**config.mk**
```make
export PLATFORM = sky130hd
export DESIGN_NAME = fifo_flex
export DESIGN_NICKNAME = d
export VERILOG_FILES = /design/src/rtl/fifo_flex_pkg.sv /design/src/rtl/fifo_flex_mem.sv /design/src/rtl/fifo_flex.sv
export SDC_FILE = /design/constraint.sdc
export NUM_CORES = 1
export LEC_CHECK = 0
export CAP_MARGIN = 20
export CORE_AREA = 10 10 175 177
export DETAILED_ROUTE_END_ITERATION = 10
export DIE_AREA = 0 0 185 187
export GPL_TIMING_DRIVEN = 0
export RECOVER_POWER = 50
export SLEW_MARGIN = 40
export SYNTH_ARGS = -nofsm -noshare
export SYNTH_HDL_FRONTEND = slang
export SYNTH_SLANG_ARGS = --single-unit
```
**constraint.sdc**
```tcl
create_clock -name clk -period 2.6 [get_ports clk]
set_input_delay 0.39 -clock clk [delete_from_list [all_inputs] [get_ports clk]]
set_output_delay 0.39 -clock clk [all_outputs]
set_load 0.02 [all_outputs]
```
**src/rtl/fifo_flex_pkg.sv**
```systemverilog
// fifo_flex_pkg: shared helpers for the fifo_flex FIFO.
// Provides the pointer-width function and the read-mode constants.
package fifo_flex_pkg;

   localparam int FIFO_MODE_STD  = 0;
   localparam int FIFO_MODE_FWFT = 1;

   // Pointers carry one extra wrap bit above the index bits.
   function automatic int ptr_w(input int depth);
      return $clog2(depth) + 1;
   endfunction

endpackage

```
**src/rtl/fifo_flex_mem.sv**
```systemverilog
// fifo_flex_mem: DEPTH x WIDTH storage, synchronous write and asynchronous read.
// Contents are deliberately not reset; the FIFO pointers define which entries are valid.
module fifo_flex_mem
   import fifo_flex_pkg::*;
#(
   parameter int WIDTH = 8,
   parameter int DEPTH = 32,
   parameter int AW    = ptr_w(DEPTH) - 1
) (
   input  logic             clk,
   input  logic             we,
   input  logic [AW-1:0]    waddr,
   input  logic [WIDTH-1:0] wdata,
   input  logic [AW-1:0]    raddr,
   output logic [WIDTH-1:0] rdata
);

   logic [WIDTH-1:0] mem [DEPTH];

   always_ff @(posedge clk) begin
      if (we) begin
         mem[waddr] <= wdata;
      end
   end

   assign rdata = mem[raddr];

endmodule

```
**src/rtl/fifo_flex.sv**
```systemverilog
// fifo_flex: synchronous FIFO with wrap-bit pointers, occupancy count, thresholds and FWFT mode.
// Define FIFO_FLEX_ERR_EN to add sticky overflow/underflow flags.
module fifo_flex
   import fifo_flex_pkg::*;
#(
   parameter int WIDTH     = 8,
   parameter int DEPTH     = 32,
   parameter int FWFT      = FIFO_MODE_STD,
   parameter int AF_THRESH = DEPTH - 2,
   parameter int AE_THRESH = 2
) (
   input  logic                   clk,
   input  logic                   rst_n,
   input  logic                   wr_en,
   input  logic [WIDTH-1:0]       din,
   output logic                   full,
   output logic                   almost_full,
   input  logic                   rd_en,
   output logic [WIDTH-1:0]       dout,
   output logic                   empty,
   output logic                   almost_empty,
   output logic [$clog2(DEPTH):0] count
`ifdef FIFO_FLEX_ERR_EN
   ,
   output logic                   overflow,
   output logic                   underflow
`endif
);

   localparam int PW = ptr_w(DEPTH);
   localparam int AW = PW - 1;

   logic [PW-1:0]    wr_ptr;
   logic [PW-1:0]    rd_ptr;
   logic             wr_accept;
   logic             rd_accept;
   logic [WIDTH-1:0] rd_data;

   // Flags and count come only from the registered pointers, never from the requests.
   assign empty        = (wr_ptr == rd_ptr);
   assign full         = (wr_ptr[AW] != rd_ptr[AW]) && (wr_ptr[AW-1:0] == rd_ptr[AW-1:0]);
   assign count        = wr_ptr - rd_ptr;
   assign almost_full  = (count >= PW'(AF_THRESH));
   assign almost_empty = (count <= PW'(AE_THRESH));

   assign wr_accept = wr_en && !full;
   assign rd_accept = rd_en && !empty;

   always_ff @(posedge clk or negedge rst_n) begin
      if (!rst_n) begin
         wr_ptr <= '0;
         rd_ptr <= '0;
      end else begin
         if (wr_accept) begin
            wr_ptr <= wr_ptr + 1'b1;
         end
         if (rd_accept) begin
            rd_ptr <= rd_ptr + 1'b1;
         end
      end
   end

   fifo_flex_mem #(
      .WIDTH (WIDTH),
      .DEPTH (DEPTH),
      .AW    (AW)
   ) u_mem (
      .clk   (clk),
      .we    (wr_accept),
      .waddr (wr_ptr[AW-1:0]),
      .wdata (din),
      .raddr (rd_ptr[AW-1:0]),
      .rdata (rd_data)
   );

   generate
      if (FWFT == FIFO_MODE_FWFT) begin : g_fwft
         // Head word shows through directly; forced to zero while empty so reset reads 0.
         assign dout = empty ? '0 : rd_data;
      end else begin : g_std
         always_ff @(posedge clk or negedge rst_n) begin
            if (!rst_n) begin
               dout <= '0;
            end else if (rd_accept) begin
               dout <= rd_data;
            end
         end
      end
   endgenerate

`ifdef FIFO_FLEX_ERR_EN
   always_ff @(posedge clk or negedge rst_n) begin
      if (!rst_n) begin
         overflow  <= 1'b0;
         underflow <= 1'b0;
      end else begin
         if (wr_en && full) begin
            overflow <= 1'b1;
         end
         if (rd_en && empty) begin
            underflow <= 1'b1;
         end
      end
   end
`endif

endmodule

```
==> results of run 1 <==
## metal layers
| layer | wire, µm | vias up | track usage [%] |
|---|---|---|---|
| li1 | - | 2628 | - |
| met1 | 10500 | 3064 | 18.7 |
| met2 | 13500 | 122 | 25.7 |
| met3 | 1200 | 29 | 2.80 |
| met4 | 414 | 0 | 3.85 |
| met5 | 0 | - | 0 |
## worst register-to-register path: stages, from the launching register on
cell and delay (ps):
dfrtp_1 390, buf_6 130, inv_8 90, buf_12 120, ha_4 220, and4_1 220
and3_4 200, nor2b_4 130, buf_8 150, nand2_4 70, bufbuf_16 280, nor2_4 240
## cell usage after synthesis, types with 2 or more instances
cell type,instances
nor3_2,3
a221oi_2,5
o21ai_1,2
clkbuf_1,6
a221oi_1,11
nand3_1,2
o21ai_0,4
or3_1,2
nand3b_1,2
xnor2_1,8
o21a_1,8
a21oi_1,17
dfrtp_1,20
mux4_2,40
xor2_1,3
nand4_1,2
edfxtp_1,256
nor2_1,46
or3b_2,2
mux2i_1,49
buf_4,8
buf_2,7
a221o_1,8
nor2b_1,3
buf_6,9
nand2_1,45
ha_1,10
nor3_1,22
inv_1,7
## through the flow
step           TNS [ps]  area, µm²  power (µW)  hold WS, ps  setup WS (ps)
3_5_place_dp    -145060      12300       11500          364           -744
4_1_cts           -1410      13400       15900          321           -451
5_1_grt           -2090      13500       16600          522           -377
6_report           -938      13500       15900          509           -273
3_3_place_gp    -136220      12300       11400          490           -701
2_1_floorplan     -72.8      11600        9620         94.4          -9.73
## final cells by class
cell class                 count  area (µm²)  share of cell area, %
timing repair buffer          49         423                   3.14
clock buffer                  32         737                   5.48
buffer                        29         278                   2.06
sequential                   276        8190                   60.9
clock inverter                18         144                   1.07
multi-input combinational    308        3190                   23.7
inverter                       9        61.3                  0.456
tap                          346         433                   3.22
## kinds of logic (layout without fill, tap and decap cells)
group                    count (synthesis)  count (layout)  synth area share (%)
AND/OR/NAND/NOR                        136             136                  5.60
buffers and inverters                   41             137                  2.42
multiplexers                            89              89                  12.4
flip-flops                             276             276                  73.1
adder cells (fa/ha/maj)                 11              11                  1.29
XOR/XNOR                                12              12                  1.00
AO/OA/AOI/OAI                           60              60                  4.21
## worst paths after layout
kind | startpoint | end | slack [ps] | cells after the start
hold reg to reg | rd_ptr[4] | rd_ptr[4] | 510 | 1
max in group asynchronous | rst_n | rd_ptr[0] | 1290 | 2
setup reg to reg | rd_ptr[2] | u_mem.mem[3][7] | 40 | 11
hold / removal | rd_ptr[4] | rd_ptr[4] | 510 | 1
setup / recovery | rd_ptr[1] | almost_full | -270 | 9
min in group asynchronous | rst_n | wr_ptr[1] | 570 | 2
## registers in the layout (all words and copies together), names as in the netlist
signal and count:
u_mem.mem 256, dout 8, rd_ptr 6, wr_ptr 6
## power by group
part	internal [µW]	total, µW	switching, µW
clock network	2220	3830	1610
registers	5260	5520	253
logic	2880	6570	3690
total	10400	15900	5550
## what timing repair did
action	in CTS	in global routing
resized for setup	76	12
hold buffers	1	0
pin swaps	7	13
hold endpoints to repair	20	0
buffers inserted	14	4
endpoints found under the setup margin	279	251
gates cloned	1	0
==> results.md, run 1 <==
* Syn_nets at 648
* Crit path DAT at 2480 ps
* Routed Antenna Nets at 0
* Yosys top cell area share at 68.6%
* Worst slew pin tran at 1660 ps
* Post-Synthesis Cells at 625
* Initial Util at 41.0%
* Initial antenna violation count at 0
* Area leader, netlist: edfxtp_1
* Post-DP HPWL at 16.6 mm
* Max-slew headroom at -10.8%
* P_leak at 0.00444 µW
* Worst Path Required at 2210 ps
* Die Span X at 185 µm
* Cell Rows at 61
* DRT Pass-1 Iters at 4
* Total setup violations reported at the end of the flow at 4
* # nets final at 724
* Global-route congestion overflow total at 0
* Max stage delay on crit path at 470 ps
* Synth warn at 0
* Synthesized flop and latch total at 276
* Tot GR Track Use at 14.9%
* Fin worst setup slack at -273 ps
* Most frequent cells in the layout: edfxtp_1, mux2i_1, nand2_1
* DP Cell Count at 1000
* First-pass GRT wire length at 38.9 mm
* Worst hold-check path type: reg -> reg
* Final hold violations at 0
* Slowest stage cell on the critical path: dfrtp_2
* WL per Instance at 24.0 µm
* Post-layout util at 49.2%
* Worst-path clk slew at 60 ps
* Slew Viols, Final at 165
* Clock Path Buffers at 3
* Routability cong. at 0.847
* Post-route insts no fill at 1067
* Crit-path cells: inv_8, ha_4, nor2b_4, o21ai_4, a21boi_4, o211ai_1, nand3_4, a41o_1, buf_6
* Crit path launch type: register
* Number of port buffers at 29
* PD cells at 1180 nW/µm²
* RSZ-0062 raised after global routing: yes
* Post-synth EDFFs at 256
* Crit end category: primary output
* Detailed Route Iter0 Violations at 435
* Root Buffer: clkbuf_16
* Chip Height at 187 µm
* Crit-path max FO at 4
* Max Cap Violations at 5
* Vias at 5843
* Clk_lat worst skew at 550 ps
* Status: complete, but fails checks
* Buf/Inv on CP at 2
* Most common cell after layout, fill and taps aside: edfxtp_1
* Clock sinks at 276
* Worst VDD drop at 599 µV
* CORE AREA at 27300 µm²
* Vias in the first global route at 6244
* FFs w/ async S/R, synth at 7.25%
* Post-route clock period utilization at 111%
* Number of vias per cell at 5.48
* Primary FF master, synth: edfxtp_1
* Inserted Clock Buffers at 28
* DRC at 0
* H-tree depth at 1
* Largest net degree at the start of global routing at 33
* CTS tree: done
* Filler Cell Count at 2258
* Cell variety after synth at 47
* Layout cells sized above 1 at 28.8%
* Achievable Freq at 348 MHz
* Top delay family on crit path: compound AO/OA/AOI/OAI gates
* Tmin final at 2870 ps
* Antenna diodes at 0
* Ranking of synthesized cells by area: edfxtp_1, mux4_2, dfrtp_1, mux2i_1, nor2_1
* Total routed wirelength at 25.6 mm
* WS Path Type: reg -> out
* Seq/Total Area, Yosys at 73.1%
* Synthesized area per cell at 17.9 µm²
* Failing checks: capacitance limit, slew limit, setup timing
* Clock Skew at 26.2 ps
* Full die area at 34600 µm²
* Synthesis-to-finish area growth at 20.1%
* # IOs at 30
* Synthesized area at 11200 µm²
No activity file was read; power rests on OpenSTA's default activity.
==> inputs of run 2 (changes only) <==
==> constraint.sdc (replaced) <==
create_clock -name clk -period 2.6 [get_ports clk]
set_input_delay 0.26 -clock clk [delete_from_list [all_inputs] [get_ports clk]]
set_output_delay 0.26 -clock clk [all_outputs]
set_load 0.02 [all_outputs]
==> run 2 against run 1 <==
Compared with the run above:
- the flow still finishes with violations (capacitance limit, slew limit, setup timing)
- routed wire length increased by 0.91%
- fmax increased by 5.2%
- non-clock buffer count increased by 26
- critical path depth increased by 1
- critical endpoint unchanged
- largest cell class unchanged
- largest power group unchanged
- highest routed layer unchanged
==> results.md, run 2 (synthesis gave the netlist of run 1 again) <==
* Status: complete, but fails checks
* Failing checks: capacitance limit, slew limit, setup timing
* Slew Viols, Final at 165
* Routed Antenna Nets at 0
* Most common cell after layout, fill and taps aside: edfxtp_1
* Die Span X at 185 µm
* Top delay family on crit path: compound AO/OA/AOI/OAI gates
* Net Switching at 5490 µW
* Worst slew pin tran at 1630 ps
* Number of vias per cell at 5.51
* # nets final at 750
* Worst hold-check path type: in -> async
* Global-route congestion overflow total at 0
* P_leak at 0.00460 µW
* DRC at 0
* Reg power frac at 34.0%
* Chip Height at 187 µm
* Vias at 6030
* Multi-input logic area at 3140 µm²
* Internal power at 10700 µW
* Vias in the first global route at 6297
* Initial antenna violation count at 0
* Initial Util at 41.0%
* Largest regs: u_mem.mem (256), dout (8)
* Worst VDD drop at 678 µV
* Crit path launch type: register
* WS Path Type: reg -> out
* PD cells at 1170 nW/µm²
* Most frequent cells in the layout: edfxtp_1, mux2i_1, nand2_1
* Worst-path clk slew at 60 ps
* Slowest stage cell on the critical path: dfrtp_1
* DRT Pass-1 Iters at 5
* Register Area at 8190 µm²
* Largest register FFs at 256
* Clk_lat worst skew at 540 ps
* Max Cap Violations at 5
* Largest net degree at the start of global routing at 33
* WL per Instance at 23.6 µm
* Clock Skew at 7.51 ps
* Clock sinks at 276
* Crit-path max FO at 4
* Max-slew headroom at -8.53%
* R2r setup slk at 110 ps
* Tmin final at 2730 ps
* Logic gate share of total power at 39.7%
* Number of port buffers at 29
* Detailed Route Iter0 Violations at 392
* Crit end category: primary output
* Max stage delay on crit path at 340 ps
* Inserted Clock Buffers at 28
* Layout cells sized above 1 at 31.0%
* Fin worst setup slack at -132 ps
* Total Power at 16200 µW
* CORE AREA at 27300 µm²
* Worst Path Required at 2340 ps
* Post-layout util at 50.6%
* H-tree depth at 1
* Total routed wirelength at 25.9 mm
* Cell repeated most along the worst path: buf_6
* Crit-path cells: buf_6, clkinv_8, buf_12, ha_4, a21boi_2, buf_4, o211ai_1, nand3_4, a41o_1, buf_6
* Filler Cell Count at 2204
* Antenna diodes at 0
* Full die area at 34600 µm²
* Post-route clock period utilization at 105%
* Cell Rows at 61
* First-pass GRT wire length at 38.9 mm
* Post-DP HPWL at 16.7 mm
* # IOs at 30
* Buf/Inv on CP at 5
* Pre-CTS setup slack at -695 ps
* Tot GR Track Use at 14.8%
* Total setup violations reported at the end of the flow at 3
* Final hold violations at 0
* CTS tree: done
* RSZ-0062 raised after global routing: yes
* Sw Share at 33.9%
* Achievable Freq at 366 MHz
* Root Buffer: clkbuf_16
* Routability cong. at 0.845
* Crit path DAT at 2470 ps
* Clock network power share at 26.3%
* Clock Path Buffers at 3
* Reg with most FFs: u_mem.mem
* Synthesis-to-finish area growth at 23.3%
## run 2: changes by cell type in the layout (fill, tap and decap cells not counted), moves of 4 or more
cell             change
buf_12              +13
buf_4               +15
clkdlybuf4s50_1      -5
bufinv_16            +4
dlygate4sd3_1        +5
## run 2: routing by layer
metal | part of all wire [%] | vias up | global-route usage [%] | wire [µm]
met5 | 0 | - | 0 | 0
met4 | 2.0 | 0 | 3.60 | 515
met3 | 4.7 | 35 | 2.10 | 1210
met2 | 52 | 150 | 25.6 | 13300
met1 | 42 | 3165 | 19.2 | 10800
li1 | - | 2680 | - | -
## run 2: cell type report
type	count	share of cell area (%)
clock inverter	21	1.87
inverter	9	0.480
buffer	28	1.80
multi-input combinational	308	22.7
sequential	276	59.3
tap	346	3.13
timing repair buffer	76	5.44
clock buffer	31	5.31
## run 2: power groups by stage
| stage | logic, µW | clock network [µW] | registers (µW) |
|---|---|---|---|
| 3_5_place_dp | 5760 | 0 | 5580 |
| 6_report | 6430 | 4260 | 5510 |
| 3_3_place_gp | 5680 | 0 | 5560 |
| 5_1_grt | 6830 | 4520 | 5540 |
| 2_1_floorplan | 3880 | 0 | 5550 |
| 4_1_cts | 6250 | 4330 | 5500 |
## run 2: worst register-to-register path: stages (launching register included)
cell and delay, ps:
dfrtp_2 440, buf_4 370, buf_6 270, buf_4 260
mux4_2 340, nand2_1 90, a21oi_1 70, nor3_1 430
nor3_1 90
## run 2: per-stage QoR
stage	hold slack (ps)	instances	setup TNS (ps)	cell area, µm²
5_1_grt	528	1095	-713	13800
4_1_cts	222	1083	-962	13700
3_5_place_dp	239	1000	-166240	12200
3_3_place_gp	492	1000	-161420	12200
2_1_floorplan	-35.6	625	0	11500
6_report	477	1095	-350	13800
## run 2: final timing paths
check	startpoint	endpoint	cells past startpoint
setup reg to reg	rd_ptr[1]	dout[1]	8
hold / removal	rst_n	wr_ptr[0]	2
max in group asynchronous	rst_n	rd_ptr[0]	2
setup / recovery	rd_ptr[3]	almost_full	10
min in group clk	rd_ptr[4]	rd_ptr[4]	1
hold reg to reg	rd_ptr[4]	rd_ptr[4]	1
## run 2: what timing repair did
item / in CTS / in global routing
hold endpoints to repair: 20 / 0
setup endpoints to repair: 281 / 240
pin swaps: 28 / 8
gates cloned: 0 / 0
hold buffers: 1 / 0
setup buffers: 31 / 15
resized for setup: 62 / 16
==> inputs of run 3 (changes only) <==
--- a/config.mk
+++ b/config.mk
@@ -6,10 +6,13 @@
 export NUM_CORES = 1
 export LEC_CHECK = 0
 export CAP_MARGIN = 20
+export CELL_PAD_IN_SITES_DETAIL_PLACEMENT = 1
+export CELL_PAD_IN_SITES_GLOBAL_PLACEMENT = 1
 export CORE_AREA = 10 10 175 177
 export DETAILED_ROUTE_END_ITERATION = 10
 export DIE_AREA = 0 0 185 187
 export GPL_TIMING_DRIVEN = 0
+export PLACE_DENSITY_LB_ADDON = 0.1
 export RECOVER_POWER = 50
 export SLEW_MARGIN = 40
 export SYNTH_ARGS = -nofsm -noshare
==> run 3 against run 2 <==
Compared with the run above:
- the flow still finishes with violations (capacitance limit, slew limit, setup timing)
- count of clock-buffer cells in the layout increased by 2
- total power rose by 0.29%
- clock skew is 5.1 ps higher
- hold slack worse by 11 ps
- sequential share of layout area decreased by 0.45 points
==> results.md, run 3 (synthesis gave the netlist of run 1 again) <==
* Vias in the first global route at 6456
* Inserted Clock Buffers at 29
* CP Depth at 9
* Reg2reg path depth at 12
* Most frequent cells in the layout: edfxtp_1, mux2i_1, nand2_1, mux4_2, buf_4
* Top delay family on crit path: simple AND/OR/NAND/NOR gates
* Pre-CTS setup slack at -751 ps
* Tmin final at 2770 ps
* Failing checks: capacitance limit, slew limit, setup timing
* Synthesis-to-finish area growth at 24.2%
* Fin area at 13900 µm²
* Initial antenna violation count at 0
* Setup TNS at -445 ps
* Largest regs: u_mem.mem (256), dout (8)
* Max-slew headroom at -11.3%
* Reg2reg end: u_mem.mem[26][2]
* Worst VDD drop at 564 µV
* R2r setup slk at 30 ps
* Clock sinks at 276
* DRT Pass-1 Iters at 4
* WL per Instance at 25.5 µm
* RSZ-0062 raised after global routing: yes
* Max stage delay on crit path at 520 ps
* Max Cap Violations at 5
* Total routed wirelength at 28.0 mm
* DP Area at 12200 µm²
* PD cells at 1170 nW/µm²
* # nets final at 757
* DP Cell Count at 1000
* Slowest stage cell on the critical path: or4_1
* Crit-path max FO at 9
* Vias at 5940
* Status: complete, but fails checks
* Post-DP HPWL at 18.0 mm
* CTS tree: done
* Layout cells sized above 1 at 32.4%
* Cell Rows at 61
* Detailed Route Iter0 Violations at 356
* Most common cell after layout, fill and taps aside: edfxtp_1
* Worst Path Required at 2340 ps
* WS Path Type: reg -> out
* Crit path DAT at 2510 ps
* Largest register FFs at 256
* Number of port buffers at 29
* Achievable Freq at 361 MHz
* R2R Path Start: rd_ptr[2]
* Post-route insts no fill at 1100
* Worst hold-check path type: in -> async
* Crit path launch type: register
* Clock Path Buffers at 3
* Number of vias per cell at 5.40
* Root Buffer: clkbuf_16
* Clk_lat worst skew at 550 ps
* Final hold violations at 0
* Total Power at 16200 µW
* P_leak at 0.00464 µW
* Worst slew pin tran at 1670 ps
* First-pass GRT wire length at 41.7 mm
* Crit-path cells: buf_6, inv_8, buf_12, ha_4, a21boi_2, or4_1, nand3_2, a41o_1, buf_6
* Antenna diodes at 0
* Crit end category: primary output
* Clock Skew at 12.6 ps
* DRC at 0
* Worst-path clk slew at 60 ps
* Cell repeated most along the worst path: buf_6
* Initial Util at 41.0%
* Reg with most FFs: u_mem.mem
* Post-route clock period utilization at 106%
* Slew Viols, Final at 165
* CP endpoint: almost_full
* Global-route congestion overflow total at 0
* Fin worst setup slack at -167 ps
* # IOs at 30
* Total setup violations reported at the end of the flow at 4
* Full die area at 34600 µm²
* CP Launch Point: rd_ptr[3]
* Largest net degree at the start of global routing at 33
* H-tree depth at 1
* Routed Antenna Nets at 0
* Die Span X at 185 µm
* CORE AREA at 27300 µm²
* Routability cong. at 0.825
* Chip Height at 187 µm
* Buf/Inv on CP at 4
* Tot GR Track Use at 16.1%
[run 3: area by class of cell]
class	instances	area, µm²
fill	2495	13400
sequential	276	8190
multi-input combinational	308	3200
timing repair buffer	81	857
clock buffer	33	741
tap	346	433
buffer	29	269
clock inverter	18	174
inverter	9	61.3
[run 3: worst min-delay path by stage]
| stage | start | to | slack, ps | cells past startpoint |
|---|---|---|---|---|
| 4_1_cts | rst_n | dout[3] | 210 | 2 |
| 3_5_place_dp | rst_n | wr_ptr[1] | 240 | 1 |
| 5_1_grt | rd_ptr[4] | rd_ptr[4] | 520 | 1 |
| 3_3_place_gp | rd_ptr[4] | rd_ptr[4] | 490 | 1 |
| 6_report | rst_n | wr_ptr[5] | 470 | 2 |
| 2_1_floorplan | rst_n | dout[0] | -40 | 0 |
[run 3: per-stage QoR]
stage               hold slack, ps  util (%)
floorplan                    -35.6         -
global placement               491      44.8
detailed placement             240      44.6
CTS                            212      50.1
global route                   523      51.0
finish                         467      51.0
[run 3: per-layer routing]
layer | global-route usage (%) | up-vias | wire length (µm)
li1 | - | 2688 | -
met1 | 20.9 | 3141 | 12000
met2 | 28.0 | 77 | 14600
met3 | 2.10 | 34 | 937
met4 | 3.91 | 0 | 503
met5 | 0 | - | 0
[run 3: report_power, final]
| group | total, µW | switching [µW] | leakage, µW | internal (µW) |
|---|---|---|---|---|
| Clock | 4000 | 1670 | 0.000451 | 2330 |
| Sequential | 5510 | 249 | 0.00254 | 5260 |
| Combinational | 6720 | 3790 | 0.00165 | 2940 |
| Total | 16200 | 5700 | 0.00464 | 10500 |
[run 3: timing repair]
item,4_1_cts,5_1_grt
hold buffers,1,0
buffers inserted,31,19
resized for setup,72,23
gates cloned,0,1
setup endpoints to repair,285,170
pin swaps,26,20
endpoints found under the hold margin,20,0
